`config.mk`:
```
export PLATFORM = sky130hd
export DESIGN_NAME = router_pkt_reader
export DESIGN_NICKNAME = d
export VERILOG_FILES = /design/src/rtl/router_pkt_reader.sv
export SDC_FILE = /design/constraint.sdc
export NUM_CORES = 1
export LEC_CHECK = 0
export BUFFER_PORTS_ARGS = -buffer_cell sky130_fd_sc_hd__buf_4
export CAP_MARGIN = 20
export CELL_PAD_IN_SITES_DETAIL_PLACEMENT = 1
export CELL_PAD_IN_SITES_GLOBAL_PLACEMENT = 1
export CORE_AREA = 2 2 83 101
export DETAILED_ROUTE_END_ITERATION = 12
export DIE_AREA = 0 0 85 103
export GPL_ROUTABILITY_DRIVEN = 0
export PLACE_DENSITY = 0.79
export SETUP_SLACK_MARGIN = 0.3
export SLEW_MARGIN = 20
export SYNTH_ARGS = -nofsm -noshare
export SYNTH_HDL_FRONTEND = slang
export SYNTH_SLANG_ARGS = --single-unit
export TNS_END_PERCENT = 30
```
`constraint.sdc`:
```
create_clock -name clock -period 7.26 [get_ports clock]
set_clock_uncertainty 0.15 [all_clocks]
set_input_delay 1.815 -clock clock [delete_from_list [all_inputs] [get_ports clock]]
set_output_delay 1.815 -clock clock [all_outputs]
set_load 0.05 [all_outputs]
```
`src/rtl/router_pkt_reader.sv`:
```
// Drain-side reader for one router output FIFO: fetches bytes into a 2-entry skid buffer,
// frames them as {header, payload, parity} packets and checks XOR parity.
module router_pkt_reader #(
    parameter int unsigned DW    = 8,
    parameter int unsigned CNT_W = 8
) (
    input  logic             clock,
    input  logic             resetn,
    input  logic             soft_reset,
    input  logic             fifo_empty,
    input  logic [DW-1:0]    fifo_data,
    output logic             fifo_read_enb,
    input  logic             out_ready,
    output logic             out_valid,
    output logic [DW-1:0]    out_data,
    output logic             out_sop,
    output logic             out_eop,
    output logic [1:0]       pkt_addr,
    output logic [5:0]       pkt_len,
    output logic             parity_err,
    output logic             pkt_done,
    output logic [CNT_W-1:0] good_cnt,
    output logic [CNT_W-1:0] bad_cnt,
    output logic             busy
);

    typedef enum logic [1:0] {StHdr, StPay, StPar} state_e;

    state_e           state_q, state_d;
    logic [DW-1:0]    buf_data_q [2];
    logic [DW-1:0]    buf_data_d [2];
    logic             buf_sop_q [2];
    logic             buf_sop_d [2];
    logic             buf_eop_q [2];
    logic             buf_eop_d [2];
    logic             wr_ptr_q, wr_ptr_d;
    logic             rd_ptr_q, rd_ptr_d;
    logic [1:0]       count_q, count_d;
    logic             inflight_q, inflight_d;
    logic [5:0]       rem_q, rem_d;
    logic [DW-1:0]    acc_q, acc_d;
    logic [1:0]       pkt_addr_q, pkt_addr_d;
    logic [5:0]       pkt_len_q, pkt_len_d;
    logic             parity_err_q, parity_err_d;
    logic             pkt_done_q, pkt_done_d;
    logic [CNT_W-1:0] good_cnt_q, good_cnt_d;
    logic [CNT_W-1:0] bad_cnt_q, bad_cnt_d;
    logic             pop;
    logic [2:0]       occ_sum;

    assign out_valid  = (count_q != 2'd0);
    assign out_data   = buf_data_q[rd_ptr_q];
    assign out_sop    = buf_sop_q[rd_ptr_q];
    assign out_eop    = buf_eop_q[rd_ptr_q];
    assign pkt_addr   = pkt_addr_q;
    assign pkt_len    = pkt_len_q;
    assign parity_err = parity_err_q;
    assign pkt_done   = pkt_done_q;
    assign good_cnt   = good_cnt_q;
    assign bad_cnt    = bad_cnt_q;
    assign busy       = (state_q != StHdr);

    // Occupancy net of this cycle's pop keeps reads back-to-back at full rate while the
    // buffer still can never exceed two entries.
    always_comb begin
        pop           = out_valid && out_ready;
        occ_sum       = 3'(count_q) + 3'(inflight_q) - 3'(pop);
        fifo_read_enb = !fifo_empty && (occ_sum < 3'd2);
    end

    always_comb begin
        state_d      = state_q;
        buf_data_d   = buf_data_q;
        buf_sop_d    = buf_sop_q;
        buf_eop_d    = buf_eop_q;
        wr_ptr_d     = wr_ptr_q;
        rd_ptr_d     = rd_ptr_q;
        count_d      = count_q + 2'(inflight_q) - 2'(pop);
        inflight_d   = fifo_read_enb;
        rem_d        = rem_q;
        acc_d        = acc_q;
        pkt_addr_d   = pkt_addr_q;
        pkt_len_d    = pkt_len_q;
        parity_err_d = 1'b0;
        pkt_done_d   = 1'b0;
        good_cnt_d   = good_cnt_q;
        bad_cnt_d    = bad_cnt_q;

        if (inflight_q) begin
            buf_data_d[wr_ptr_q] = fifo_data;
            buf_sop_d[wr_ptr_q]  = (state_q == StHdr);
            buf_eop_d[wr_ptr_q]  = (state_q == StPar);
            wr_ptr_d             = !wr_ptr_q;
            unique case (state_q)
                StHdr: begin
                    pkt_len_d  = fifo_data[7:2];
                    pkt_addr_d = fifo_data[1:0];
                    rem_d      = fifo_data[7:2];
                    acc_d      = fifo_data;
                    state_d    = (fifo_data[7:2] != 6'd0) ? StPay : StPar;
                end
                StPay: begin
                    acc_d = acc_q ^ fifo_data;
                    rem_d = rem_q - 6'd1;
                    if (rem_q == 6'd1) state_d = StPar;
                end
                StPar: begin
                    pkt_done_d   = 1'b1;
                    parity_err_d = (fifo_data != acc_q);
                    if (fifo_data != acc_q) bad_cnt_d = bad_cnt_q + 1'b1;
                    else                    good_cnt_d = good_cnt_q + 1'b1;
                    state_d = StHdr;
                end
                default: state_d = StHdr;
            endcase
        end
        if (pop) rd_ptr_d = !rd_ptr_q;

        if (soft_reset) begin
            state_d      = StHdr;
            buf_data_d   = '{default: '0};
            buf_sop_d    = '{default: 1'b0};
            buf_eop_d    = '{default: 1'b0};
            wr_ptr_d     = 1'b0;
            rd_ptr_d     = 1'b0;
            count_d      = 2'd0;
            inflight_d   = 1'b0;
            rem_d        = 6'd0;
            acc_d        = '0;
            pkt_addr_d   = 2'd0;
            pkt_len_d    = 6'd0;
            parity_err_d = 1'b0;
            pkt_done_d   = 1'b0;
            good_cnt_d   = '0;
            bad_cnt_d    = '0;
        end
    end

    always_ff @(posedge clock or negedge resetn) begin
        if (!resetn) begin
            state_q      <= StHdr;
            buf_data_q   <= '{default: '0};
            buf_sop_q    <= '{default: 1'b0};
            buf_eop_q    <= '{default: 1'b0};
            wr_ptr_q     <= 1'b0;
            rd_ptr_q     <= 1'b0;
            count_q      <= 2'd0;
            inflight_q   <= 1'b0;
            rem_q        <= 6'd0;
            acc_q        <= '0;
            pkt_addr_q   <= 2'd0;
            pkt_len_q    <= 6'd0;
            parity_err_q <= 1'b0;
            pkt_done_q   <= 1'b0;
            good_cnt_q   <= '0;
            bad_cnt_q    <= '0;
        end else begin
            state_q      <= state_d;
            buf_data_q   <= buf_data_d;
            buf_sop_q    <= buf_sop_d;
            buf_eop_q    <= buf_eop_d;
            wr_ptr_q     <= wr_ptr_d;
            rd_ptr_q     <= rd_ptr_d;
            count_q      <= count_d;
            inflight_q   <= inflight_d;
            rem_q        <= rem_d;
            acc_q        <= acc_d;
            pkt_addr_q   <= pkt_addr_d;
            pkt_len_q    <= pkt_len_d;
            parity_err_q <= parity_err_d;
            pkt_done_q   <= pkt_done_d;
            good_cnt_q   <= good_cnt_d;
            bad_cnt_q    <= bad_cnt_d;
        end
    end

endmodule

```
==> summary.txt <==
Switching part of the total -> 39.9%
Setup Crit Path Kind -> input pin to output pin
Vias per std cell -> 5.63
Result of the run -> finished clean
Wirelength per Cell -> 17.2 um
Detailed Routing Iterations Pass 1 -> 4
Cell type with the highest aggregate area in the netlist -> sky130_fd_sc_hd__dfrtp_1
Logic pwr share -> 34.1%
Busiest grt layer -> met2
Leakage Power -> 1.85 nW
Instance count of the mapped netlist -> 375
Maximum vdd drop -> 0.167 mV
Global-route met2 utilization -> 38.5%
Buffers added on ports -> 51
Routing usage on met3 -> 3.84%
Data required time at the worst endpoint -> 5.30 ns
Initial antenna violation count -> 0
Number of buffers between clock root and the deepest sink -> 2
Register bit count reported by yosys -> 67
All-Layer GR Usage -> 21.7%
Leading post-synthesis cells by cell area -> sky130_fd_sc_hd__dfrtp_1 49%, sky130_fd_sc_hd__a21oi_1 6.7%, sky130_fd_sc_hd__nand2_1 6.4%
Final Routed Wirelength -> 8800 um
Post-synth design cell area -> 3410 um^2
Pin count of the biggest net entering global routing -> 74
Number of setup violations in the final report -> 0
Max-slew headroom -> 41.6%
Proportion of netlist area held by the largest area contributor -> 49.1%
Final Max Slew Viols -> 0
Hold WC Path Type -> flip-flop to flip-flop
CTS tree -> done
Total via count in the routed design -> 2884
Ports -> 52
Final cycle utilization of the critical path -> 75.1%
Kind of capture point of the worst setup path -> output pin
Antenna Nets Post-Route -> 0
GRT Residual Overflow -> 0
Commonest cells after routing, fill and taps aside -> 67 x sky130_fd_sc_hd__dfrtp_1, 58 x sky130_fd_sc_hd__nand2_1, 52 x sky130_fd_sc_hd__buf_4, 46 x sky130_fd_sc_hd__a21oi_1, 40 x sky130_fd_sc_hd__nor2_1
First DRT Iteration DRCs -> 185
Dpl hpwl -> 5730 um
Met1 capacity usage during global routing -> 26.8%
Critical path data arrival time -> 3.49 ns
Distinct cells, synth -> 40
Layout Area Growth over Synthesis -> 18.4%
FMAX -> 183 MHz
Max Cap Violations -> 0
Seq pwr share -> 38.0%
Clock latency on the worst-skew pair -> 0.36 ns
Initial Util -> 43.3%
Wire length of the first global-routing pass -> 14900 um
Gates resized, CTS repair -> 0
Post-synthesis sequential area ratio -> 49.1%
CTS HTree Levels -> 3
Post-CTS setup buffer count -> 0
Total number of nets in the final design -> 432
Power per cell area -> 314 nW/um^2
Overall Power -> 0.00127 W
Clock transition at the register clock pins on the worst setup and hold paths after CTS -> 0.08 ns
Ratio of cells with drive above 1 in the final layout -> 19.7%
Clock network power share -> 27.9%
Root cell of the clock tree -> sky130_fd_sc_hd__clkbuf_8
Vias in the first global route -> 3067
Die Area -> 8760 um^2
Die span in y -> 103 um
Cell-internal power -> 0.000761 W
Crit start category -> input pin
Cell Count Post-Placement -> 496
Horiz. Die Dim -> 85 um
Net switching power of the design -> 0.000505 W
Inserted Diodes -> 0
Number of sinks on the clock net -> 67
Biggest fanout along the worst timing path -> 3
Hold-fix buffers, CTS -> 0
Unrepaired setup endpoints after global routing -> false
Average cell area after synthesis -> 9.10 um^2
Sum of negative setup slack -> 0 ns
Synthesized netlist net count -> 395
Most frequent standard cell in the layout excluding fill and tap cells -> sky130_fd_sc_hd__dfrtp_1
Synthesis Warnings -> 0
DRC violation count after routing -> 0
Filler-free cell count of the finished design -> 512
Area of the core -> 7880 um^2
Number of buffers inserted during clock tree synthesis -> 9
Site row count -> 36
Final Hold Violating Endpoints -> 0
Measured slew at the worst slew-check pin -> 0.876 ns
Post-layout minimum cycle time -> 5.46 ns
[cells by family after synthesis]
kind of cell,share of synthesized area [%]
and+or+nand+nor,21.3
AOI/OAI and AO/OA,14.0
DFF,49.1
buffers and inverters,3.89
muxes,5.54
xor gates and xnor gates,3.34
adders and majority gates,2.79
[sequential cells by signal, indices dropped and copies added, names as in the netlist]
| register | count |
|---|---|
| pkt_addr | 2 |
| rem_q | 6 |
| rd_ptr_q | 1 |
| state_q | 2 |
| count_q | 2 |
| good_cnt | 8 |
| acc_q | 8 |
| buf_sop_q | 2 |
| buf_data_q | 16 |
| wr_ptr_q | 1 |
| bad_cnt | 8 |
| pkt_done | 1 |
| pkt_len | 6 |
| buf_eop_q | 2 |
| inflight_q | 1 |
| parity_err | 1 |
[worst max-delay path, cell delays in order]
cell                     delay [ns]
sky130_fd_sc_hd__buf_4         0.10
sky130_fd_sc_hd__and2_1        0.15
sky130_fd_sc_hd__ha_1          0.27
sky130_fd_sc_hd__inv_1         0.04
sky130_fd_sc_hd__ha_1          0.19
sky130_fd_sc_hd__fa_1          0.48
sky130_fd_sc_hd__nor3_1        0.22
sky130_fd_sc_hd__buf_4         0.23
[metal layers]
| layer | wire [um] | share of wire (%) | vias up |
|---|---|---|---|
| met2 | 4620 | 53 | 44 |
| met5 | 0 | 0 | - |
| li1 | - | - | 1362 |
| met3 | 262 | 3.0 | 10 |
| met4 | 122 | 1.4 | 0 |
| met1 | 3790 | 43 | 1468 |
[final timing paths]
kind	start	endpoint	slack (ns)	cells past startpoint
setup / recovery	out_ready	fifo_read_enb	1.80	8
hold / removal	buf_sop_q[0]$_DFFE_PN0P_	buf_sop_q[0]$_DFFE_PN0P_	0.37	2
setup reg to reg	state_q[0]$_DFFE_PN0P_	good_cnt[5]$_DFFE_PN0P_	4.77	5
hold reg to reg	buf_sop_q[0]$_DFFE_PN0P_	buf_sop_q[0]$_DFFE_PN0P_	0.37	2
max in group asynchronous	resetn	acc_q[6]$_DFFE_PN0P_	4.96	1
min in group asynchronous	resetn	rem_q[1]$_DFFE_PN0P_	1.42	1
[area by class of cell]
type	instances	area, um^2
clock buffers	9	124
clock inverters	7	100
fillers	919	3840
inverters	7	26.3
multi-input cells	275	1600
flip-flops and latches	67	1680
well taps	95	119
repair buffers	52	390
[stage by stage]
| stage | setup slack [ns] | util, % | hold WS, ns | cell area, um^2 |
|---|---|---|---|---|
| 2_1_floorplan | 1.30 | - | 0.325 | 3410 |
| 3_3_place_gp | 1.86 | 48.4 | 0.345 | 3810 |
| 3_5_place_dp | 1.80 | 48.4 | 0.357 | 3810 |
| 4_1_cts | 1.80 | 51.2 | 0.378 | 4040 |
| 5_1_grt | 1.75 | 51.2 | 0.409 | 4040 |
| 6_report | 1.80 | 51.2 | 0.375 | 4040 |
[synthesized netlist by cell type]
| cell type | number |
|---|---|
| sky130_fd_sc_hd__or2_1 | 2 |
| sky130_fd_sc_hd__a211oi_1 | 1 |
| sky130_fd_sc_hd__inv_1 | 6 |
| sky130_fd_sc_hd__nand2_1 | 58 |
| sky130_fd_sc_hd__dfrtp_1 | 67 |
| sky130_fd_sc_hd__nor2_1 | 40 |
| sky130_fd_sc_hd__nand4b_1 | 1 |
| sky130_fd_sc_hd__o31ai_1 | 2 |
| sky130_fd_sc_hd__o21ai_1 | 21 |
| sky130_fd_sc_hd__nand3_1 | 9 |
| sky130_fd_sc_hd__ha_1 | 6 |
| sky130_fd_sc_hd__nor4_1 | 2 |
| sky130_fd_sc_hd__a32oi_1 | 7 |
| sky130_fd_sc_hd__or3_1 | 3 |
| sky130_fd_sc_hd__nor4_4 | 2 |
| sky130_fd_sc_hd__buf_2 | 7 |
| sky130_fd_sc_hd__a31oi_1 | 1 |
| sky130_fd_sc_hd__fa_1 | 1 |
| sky130_fd_sc_hd__a21oi_1 | 46 |
| sky130_fd_sc_hd__a31o_1 | 1 |
| sky130_fd_sc_hd__nand2b_1 | 4 |
| sky130_fd_sc_hd__nand4_1 | 6 |
| sky130_fd_sc_hd__and3_1 | 4 |
| sky130_fd_sc_hd__or4_1 | 2 |
| sky130_fd_sc_hd__a21oi_2 | 1 |
| sky130_fd_sc_hd__and3b_1 | 1 |
| sky130_fd_sc_hd__xnor2_1 | 3 |
| sky130_fd_sc_hd__nor3_1 | 5 |
| sky130_fd_sc_hd__inv_2 | 1 |
| sky130_fd_sc_hd__and2_1 | 2 |
| sky130_fd_sc_hd__mux2i_1 | 2 |
| sky130_fd_sc_hd__mux2_1 | 5 |
| sky130_fd_sc_hd__mux2_2 | 10 |
| sky130_fd_sc_hd__nor2b_1 | 10 |
| sky130_fd_sc_hd__buf_1 | 3 |
| sky130_fd_sc_hd__o21ai_0 | 4 |
| sky130_fd_sc_hd__xor2_1 | 10 |
| sky130_fd_sc_hd__clkbuf_1 | 16 |
| sky130_fd_sc_hd__a22oi_1 | 2 |
| sky130_fd_sc_hd__nand3b_1 | 1 |
[power groups by stage]
stage	clock [W]	combinational (W)	sequential [W]
5_1_grt	0.000379	0.000475	0.000491
3_5_place_dp	0	0.000434	0.000489
4_1_cts	0.000363	0.000437	0.000482
2_1_floorplan	0	0.000302	0.000494
6_report	0.000354	0.000432	0.000481
3_3_place_gp	0	0.000422	0.000486
Note: power is estimated with default switching activity, not from simulation.
